## src/rtl/lsu_pkg.sv

```systemverilog
// Shared definitions for the load/store unit.
//   F3_*        : RV32I load/store funct3 encodings
//   lsu_state_t : access sequencer states
//   size_of     : access size in bytes for a funct3 (0 = not a size encoding)
//   f3_legal    : funct3 legality for a load or a store
//   lanes_of    : 8-bit lane mask across two adjacent words for a funct3/offset
package lsu_pkg;

  localparam logic [2:0] F3_B  = 3'b000;
  localparam logic [2:0] F3_H  = 3'b001;
  localparam logic [2:0] F3_W  = 3'b010;
  localparam logic [2:0] F3_BU = 3'b100;
  localparam logic [2:0] F3_HU = 3'b101;

  typedef enum logic [1:0] {
    IDLE  = 2'd0,
    BEAT0 = 2'd1,
    BEAT1 = 2'd2,
    RESP  = 2'd3
  } lsu_state_t;

  function automatic logic [2:0] size_of(input logic [2:0] funct3);
    case (funct3)
      F3_B, F3_BU: size_of = 3'd1;
      F3_H, F3_HU: size_of = 3'd2;
      F3_W:        size_of = 3'd4;
      default:     size_of = 3'd0;
    endcase
  endfunction

  // Stores have no unsigned variants, so only B/H/W are legal for them.
  function automatic logic f3_legal(input logic we, input logic [2:0] funct3);
    if (we) f3_legal = (funct3 == F3_B) || (funct3 == F3_H) || (funct3 == F3_W);
    else    f3_legal = (size_of(funct3) != 3'd0);
  endfunction

  // Bits [3:0] are lanes of the addressed word, bits [7:4] spill into the next.
  function automatic logic [7:0] lanes_of(input logic [2:0] funct3, input logic [1:0] off);
    logic [7:0] base;
    case (size_of(funct3))
      3'd1:    base = 8'h01;
      3'd2:    base = 8'h03;
      3'd4:    base = 8'h0F;
      default: base = 8'h00;
    endcase
    lanes_of = base << off;
  endfunction

endpackage

```

## src/rtl/load_store_unit_if.sv

```systemverilog
// Bus bundle for the load/store unit: pipeline request, memory beat port and
// pipeline response.
//   slave  : the load/store unit's view (takes requests, drives memory beats)
//   master : the environment's view (issues requests, answers memory beats)
interface load_store_unit_if;

  logic        req_valid;
  logic        req_ready;
  logic        req_we;
  logic [2:0]  req_funct3;
  logic [31:0] req_addr;
  logic [31:0] req_wdata;

  logic        mem_read;
  logic        mem_write;
  logic [31:0] mem_addr;
  logic [3:0]  mem_byte_en;
  logic [31:0] mem_wdata;
  logic [31:0] mem_rdata;
  logic        mem_ready;

  logic        resp_valid;
  logic [31:0] resp_rdata;
  logic        resp_err;

  modport slave (
    input  req_valid, req_we, req_funct3, req_addr, req_wdata,
    input  mem_rdata, mem_ready,
    output req_ready,
    output mem_read, mem_write, mem_addr, mem_byte_en, mem_wdata,
    output resp_valid, resp_rdata, resp_err
  );

  modport master (
    output req_valid, req_we, req_funct3, req_addr, req_wdata,
    output mem_rdata, mem_ready,
    input  req_ready,
    input  mem_read, mem_write, mem_addr, mem_byte_en, mem_wdata,
    input  resp_valid, resp_rdata, resp_err
  );

endinterface

```

## src/rtl/load_align_extend.sv

```systemverilog
// Load data alignment and extension (combinational).
//   buf_data : two captured memory words, {second beat, first beat}
//   off      : byte offset of the access within the first word
//   funct3   : load type; selects width and sign/zero extension
//   result   : right-aligned, extended load value (0 for non-load encodings)
module load_align_extend
  import lsu_pkg::*;
(
  input  logic [63:0] buf_data,
  input  logic [1:0]  off,
  input  logic [2:0]  funct3,
  output logic [31:0] result
);

  function automatic logic signed [31:0] sext8(input logic signed [7:0] v);
    logic signed [31:0] r;
    r = v;
    return r;
  endfunction

  function automatic logic signed [31:0] sext16(input logic signed [15:0] v);
    logic signed [31:0] r;
    r = v;
    return r;
  endfunction

  // Only the low word of the shifted pair can hold the requested bytes.
  logic [31:0] sh;
  assign sh = 32'(buf_data >> {off, 3'b000});

  always_comb begin
    result = '0;
    case (funct3)
      F3_B:    result = sext8(sh[7:0]);
      F3_H:    result = sext16(sh[15:0]);
      F3_W:    result = sh;
      F3_BU:   result = {24'b0, sh[7:0]};
      F3_HU:   result = {16'b0, sh[15:0]};
      default: result = '0;
    endcase
  end

endmodule

```

## src/rtl/load_store_unit.sv

```systemverilog
// Load/store unit between the execute stage and a byte-lane memory bus.
// Takes one request at a time, issues one or two word-aligned beats with lane
// masks, and returns a one-cycle response carrying extended load data.
//   clk   : rising-edge clock
//   rst_n : asynchronous active-low reset
//   bus   : request / memory beat / response bundle (slave view)
// Parameters:
//   ALLOW_MISALIGNED : 1 = split word-crossing accesses, 0 = reject them
//   XLEN             : data/address width (32 only)
module load_store_unit
  import lsu_pkg::*;
#(
  parameter bit ALLOW_MISALIGNED = 1'b1,
  parameter int XLEN             = 32
) (
  input  logic          clk,
  input  logic          rst_n,
  load_store_unit_if.slave bus
);

  lsu_state_t state_q, state_d;

  // Latched request fields (data path, no reset needed).
  logic            we_q;
  logic [2:0]      f3_q;
  logic [1:0]      off_q;
  logic [7:0]      lanes_q;
  logic [XLEN-1:0] wdata_hi_q;
  logic [XLEN-1:0] buf_lo_q;
  logic [XLEN-1:0] buf_hi_q;

  // Registered outputs.
  logic            mem_read_q,   mem_read_d;
  logic            mem_write_q,  mem_write_d;
  logic [XLEN-1:0] mem_addr_q,   mem_addr_d;
  logic [3:0]      mem_be_q,     mem_be_d;
  logic [XLEN-1:0] mem_wdata_q,  mem_wdata_d;
  logic            resp_valid_q, resp_valid_d;
  logic [XLEN-1:0] resp_rdata_q, resp_rdata_d;
  logic            resp_err_q,   resp_err_d;

  // Request decode.
  logic              accept;
  logic [7:0]        req_lanes;
  logic              req_split;
  logic              req_legal;
  logic [2*XLEN-1:0] req_wsh;

  assign accept    = (state_q == IDLE) && bus.req_valid;
  assign req_lanes = lanes_of(bus.req_funct3, bus.req_addr[1:0]);
  assign req_split = |req_lanes[7:4];
  assign req_legal = f3_legal(bus.req_we, bus.req_funct3);
  assign req_wsh   = {{XLEN{1'b0}}, bus.req_wdata} << {bus.req_addr[1:0], 3'b000};

  // Load data: the word arriving this cycle is combined with the one already
  // captured so the result is ready on the same edge the last beat completes.
  logic [2*XLEN-1:0] align_in;
  logic [XLEN-1:0]   align_out;

  assign align_in = (state_q == BEAT1) ? {bus.mem_rdata, buf_lo_q}
                                       : {buf_hi_q, bus.mem_rdata};

  load_align_extend u_align (
    .buf_data (align_in),
    .off      (off_q),
    .funct3   (f3_q),
    .result   (align_out)
  );

  always_comb begin
    state_d      = state_q;
    mem_read_d   = mem_read_q;
    mem_write_d  = mem_write_q;
    mem_addr_d   = mem_addr_q;
    mem_be_d     = mem_be_q;
    mem_wdata_d  = mem_wdata_q;
    resp_valid_d = 1'b0;
    resp_rdata_d = resp_rdata_q;
    resp_err_d   = resp_err_q;

    unique case (state_q)
      IDLE: begin
        if (bus.req_valid) begin
          if (!req_legal || (req_split && !ALLOW_MISALIGNED)) begin
            state_d      = RESP;
            resp_valid_d = 1'b1;
            resp_err_d   = 1'b1;
            resp_rdata_d = '0;
          end else begin
            state_d     = BEAT0;
            mem_read_d  = !bus.req_we;
            mem_write_d = bus.req_we;
            mem_addr_d  = {bus.req_addr[XLEN-1:2], 2'b00};
            mem_be_d    = req_lanes[3:0];
            mem_wdata_d = req_wsh[XLEN-1:0];
          end
        end
      end

      BEAT0: begin
        if (bus.mem_ready) begin
          if (|lanes_q[7:4]) begin
            state_d     = BEAT1;
            mem_addr_d  = mem_addr_q + 32'd4;
            mem_be_d    = lanes_q[7:4];
            mem_wdata_d = wdata_hi_q;
          end else begin
            state_d      = RESP;
            mem_read_d   = 1'b0;
            mem_write_d  = 1'b0;
            resp_valid_d = 1'b1;
            resp_err_d   = 1'b0;
            resp_rdata_d = we_q ? '0 : align_out;
          end
        end
      end

      BEAT1: begin
        if (bus.mem_ready) begin
          state_d      = RESP;
          mem_read_d   = 1'b0;
          mem_write_d  = 1'b0;
          resp_valid_d = 1'b1;
          resp_err_d   = 1'b0;
          resp_rdata_d = we_q ? '0 : align_out;
        end
      end

      RESP: begin
        state_d = IDLE;
      end

      default: begin
        state_d = IDLE;
      end
    endcase
  end

  always_ff @(posedge clk or negedge rst_n) begin
    if (!rst_n) begin
      state_q      <= IDLE;
      mem_read_q   <= 1'b0;
      mem_write_q  <= 1'b0;
      mem_addr_q   <= '0;
      mem_be_q     <= '0;
      mem_wdata_q  <= '0;
      resp_valid_q <= 1'b0;
      resp_rdata_q <= '0;
      resp_err_q   <= 1'b0;
    end else begin
      state_q      <= state_d;
      mem_read_q   <= mem_read_d;
      mem_write_q  <= mem_write_d;
      mem_addr_q   <= mem_addr_d;
      mem_be_q     <= mem_be_d;
      mem_wdata_q  <= mem_wdata_d;
      resp_valid_q <= resp_valid_d;
      resp_rdata_q <= resp_rdata_d;
      resp_err_q   <= resp_err_d;
    end
  end

  always_ff @(posedge clk) begin
    if (accept) begin
      we_q       <= bus.req_we;
      f3_q       <= bus.req_funct3;
      off_q      <= bus.req_addr[1:0];
      lanes_q    <= req_lanes;
      wdata_hi_q <= req_wsh[2*XLEN-1:XLEN];
    end
    if ((state_q == BEAT0) && bus.mem_ready) buf_lo_q <= bus.mem_rdata;
    if ((state_q == BEAT1) && bus.mem_ready) buf_hi_q <= bus.mem_rdata;
  end

  // Ready is forced low while reset is held, even though state is IDLE.
  assign bus.req_ready   = rst_n && (state_q == IDLE);
  assign bus.mem_read    = mem_read_q;
  assign bus.mem_write   = mem_write_q;
  assign bus.mem_addr    = mem_addr_q;
  assign bus.mem_byte_en = mem_be_q;
  assign bus.mem_wdata   = mem_wdata_q;
  assign bus.resp_valid  = resp_valid_q;
  assign bus.resp_rdata  = resp_rdata_q;
  assign bus.resp_err    = resp_err_q;

endmodule

```

## src/flat_wrapper.sv

```systemverilog
// flat-port wrapper written by rule: the top's interface ports become plain ports
module load_store_unit_flat import lsu_pkg::*;
#(
  parameter bit ALLOW_MISALIGNED = 1'b1,
  parameter int XLEN             = 32
)
  (clk, rst_n, bus_req_valid, bus_req_we, bus_req_funct3, bus_req_addr, bus_req_wdata, bus_mem_rdata, bus_mem_ready, bus_req_ready, bus_mem_read, bus_mem_write, bus_mem_addr, bus_mem_byte_en, bus_mem_wdata, bus_resp_valid, bus_resp_rdata, bus_resp_err);
  load_store_unit_if bus_i ();
  input  logic clk;
  input  logic rst_n;
  input wire logic [$bits(bus_i.req_valid)-1:0] bus_req_valid;
  input wire logic [$bits(bus_i.req_we)-1:0] bus_req_we;
  input wire logic [$bits(bus_i.req_funct3)-1:0] bus_req_funct3;
  input wire logic [$bits(bus_i.req_addr)-1:0] bus_req_addr;
  input wire logic [$bits(bus_i.req_wdata)-1:0] bus_req_wdata;
  input wire logic [$bits(bus_i.mem_rdata)-1:0] bus_mem_rdata;
  input wire logic [$bits(bus_i.mem_ready)-1:0] bus_mem_ready;
  output wire logic [$bits(bus_i.req_ready)-1:0] bus_req_ready;
  output wire logic [$bits(bus_i.mem_read)-1:0] bus_mem_read;
  output wire logic [$bits(bus_i.mem_write)-1:0] bus_mem_write;
  output wire logic [$bits(bus_i.mem_addr)-1:0] bus_mem_addr;
  output wire logic [$bits(bus_i.mem_byte_en)-1:0] bus_mem_byte_en;
  output wire logic [$bits(bus_i.mem_wdata)-1:0] bus_mem_wdata;
  output wire logic [$bits(bus_i.resp_valid)-1:0] bus_resp_valid;
  output wire logic [$bits(bus_i.resp_rdata)-1:0] bus_resp_rdata;
  output wire logic [$bits(bus_i.resp_err)-1:0] bus_resp_err;
  assign bus_i.req_valid = bus_req_valid;
  assign bus_i.req_we = bus_req_we;
  assign bus_i.req_funct3 = bus_req_funct3;
  assign bus_i.req_addr = bus_req_addr;
  assign bus_i.req_wdata = bus_req_wdata;
  assign bus_i.mem_rdata = bus_mem_rdata;
  assign bus_i.mem_ready = bus_mem_ready;
  assign bus_req_ready = bus_i.req_ready;
  assign bus_mem_read = bus_i.mem_read;
  assign bus_mem_write = bus_i.mem_write;
  assign bus_mem_addr = bus_i.mem_addr;
  assign bus_mem_byte_en = bus_i.mem_byte_en;
  assign bus_mem_wdata = bus_i.mem_wdata;
  assign bus_resp_valid = bus_i.resp_valid;
  assign bus_resp_rdata = bus_i.resp_rdata;
  assign bus_resp_err = bus_i.resp_err;
  load_store_unit #(.ALLOW_MISALIGNED(ALLOW_MISALIGNED), .XLEN(XLEN)) u_core (.clk(clk), .rst_n(rst_n), .bus(bus_i));
endmodule
```

## config.mk

```make
export PLATFORM = sky130hd
export DESIGN_NAME = load_store_unit_flat
export DESIGN_NICKNAME = d
export VERILOG_FILES = /design/src/rtl/lsu_pkg.sv /design/src/rtl/load_store_unit_if.sv /design/src/rtl/load_align_extend.sv /design/src/rtl/load_store_unit.sv /design/src/flat_wrapper.sv
export SDC_FILE = /design/constraint.sdc
export NUM_CORES = 1
export LEC_CHECK = 0
export CAP_MARGIN = 20
export CELL_PAD_IN_SITES_DETAIL_PLACEMENT = 0
export CELL_PAD_IN_SITES_GLOBAL_PLACEMENT = 2
export CORE_ASPECT_RATIO = 1.25
export CORE_UTILIZATION = 34
export DETAILED_ROUTE_END_ITERATION = 12
export GPL_TIMING_DRIVEN = 0
export PLACE_DENSITY_LB_ADDON = 0.1
export SKIP_LAST_GASP = 1
export SYNTH_ARGS = -nofsm -noshare
export SYNTH_HDL_FRONTEND = slang
export SYNTH_HIERARCHICAL = 1
export SYNTH_SLANG_ARGS = --single-unit
```

## constraint.sdc

```tcl
create_clock -name clk -period 8.7 [get_ports clk]
set_input_delay 0.87 -clock clk [delete_from_list [all_inputs] [get_ports clk]]
set_output_delay 0.87 -clock clk [all_outputs]
set_load 0.1 [all_outputs]
```

==> impl_metrics.toml <==
[timing]
relSlewSlack = 0.283
clock.fmax_mhz = 261
setup_viol = 0
tns_ns = 0
fin_crit_sh = 0.441
finalClockSkew_ns = 0.0129
hold_viol = 0
maxSlewViolCount = 0
rsz0062_at_grt = "false"
tightest_slew_ns = 1.07
min_period_ns = 3.83

[critical_path]
crit_fanout = 81
critPathLaunchType = "primary input"
crit_arrival_ns = 2.96
regToRegSetupSlack_ns = 5.07
required_ns = 7.83
reg2reg_depth = 11
crit_start = "rst_n"
critPathCaptureType = "primary output"
r2r-end = "u_core/bus.resp_rdata[18]$_DFFE_PN0P_"
criticalPathCategory = "primary input to primary output"
r2r-start = "u_core/state_q[0]$_DFFE_PN0P_"

[die]
start_util = 0.345
dieArea_mm2 = 0.0313
die_w_um = 158
num_rows = 71
die_y_um = 198
io_pins = 209
coreArea_mm2 = 0.0301

[place]
dp.cells = 1566
portBuffers = 206
place_congestion = 0.812
hpwl_um = 26100

[clock_tree]
cts.sinks = 193
cts.path.max_buffers = 2
htreeDepth = 4
clk_latency_ns = 0.44
hold_buffers = 0
cts_tree = "yes"
clkTransAtPathRegs_ns = 0.07
postCtsSetupBuffers = 0
post_cts_resized = 0
cts_buffers = 17
root_buffer = "clkbuf_16"

[grt]
gr-total-overflow = 0
grt.total_usage = 0.233
grt_pass1_wl_um = 53200
antenna_found_initial = 0
grt_pass1_vias = 8729
grt_max_degree = 82

[routing]
first_pass_iters = 7
drt-total-wl_um = 35400
drc = 0
ant_nets = 0
vias = 8605
wire_per_inst_um = 22.1
drtIter0Drc = 615
vias_per_cell = 5.38

[cells_and_area]
multi_input_area_mm2 = 0.00472
register_area_mm2 = 0.00528
area_delta_synth_final_pct = 31.0
antenna_cells = 0
fin_nets = 1294
nFillCells = 2877
layout-drive-gt1-share = 0.147
stdcell_count = 1598

[synth]
synth_cells = 954
yosys_warnings = 6
syn_avg_cell_area_um2 = 10.9
synth_area_mm2 = 0.0104

[min_path]
hold_path.class = "primary input to asynchronous set/reset pin"

[run]
cap_violations = 0

[status]
status = "finished, final reports clean"
## metrics by stage
stage / instance area, um2 / hold WS, ns / worst slack (ns) / utilization
6_report: 13600 / 0.300 / 4.87 / 0.452
5_1_grt: 13600 / 0.293 / 4.71 / 0.452
4_1_cts: 13600 / 0.285 / 4.83 / 0.452
3_5_place_dp: 13100 / 0.465 / 4.83 / 0.434
3_3_place_gp: 13000 / 0.468 / 0.739 / 0.431
2_1_floorplan: 10400 / 0.483 / 5.92 / -
## flip-flops by register name, indices dropped and copies added (netlist names), 2 cells and up
register                count
u_core/f3_q                 3
u_core/bus.mem_wdata       32
u_core/lanes_q              3
u_core/bus.mem_addr        30
u_core/buf_lo_q            32
u_core/bus.resp_rdata      32
u_core/off_q                2
u_core/bus.mem_byte_en      4
u_core/buf_hi_q            24
u_core/state_q              2
u_core/wdata_hi_q          24
## worst max-delay path, cell delays in order
cell	delay [ns]
buf_6	0.24
buf_16	0.36
and2_1	0.22
clkdlybuf4s50_1	1.13
## cell type report
type / count / area share
Sequential cell: 193 / 0.387
Multi-Input combinational cell: 672 / 0.346
Timing Repair Buffer: 210 / 0.158
Tap cell: 401 / 0.0368
Clock buffer: 19 / 0.0318
Buffer: 76 / 0.0263
Clock inverter: 13 / 0.00937
Inverter: 14 / 0.00386
## cells in the final DEF (no fill, tap or decap), drive strengths merged, types with 22 or more instances in the layout
cell type	n
buf	33
dfrtp	104
nor2	80
a21oi	33
nand3	22
nand2	144
mux4	31
mux2	75
o21ai	60
edfxtp	89
clkdlybuf4s50	205
a221oi	25
clkbuf	67
## layer usage
metal | vias up | GRT usage | share of wire | wire length (um)
met5 | - | 0 | 0 | 0
met4 | 0 | 0.0769 | 0.020 | 721
met3 | 32 | 0.0399 | 0.054 | 1920
met2 | 311 | 0.416 | 0.53 | 18700
met1 | 4248 | 0.281 | 0.40 | 14100
li1 | 4014 | - | - | -
## worst max path at each step
stage                                             to  cells past startpoint
2_1_floorplan  u_core/bus.resp_rdata[16]$_DFFE_PN0P_                     11
3_3_place_gp                           bus_req_ready                      3
3_5_place_dp                           bus_req_ready                      4
4_1_cts                                bus_req_ready                      4
5_1_grt                                bus_req_ready                      4
6_report                               bus_req_ready                      4
Power is not shown: default switching activity piles up to over one toggle a cycle in this logic, so the estimate is an artifact.
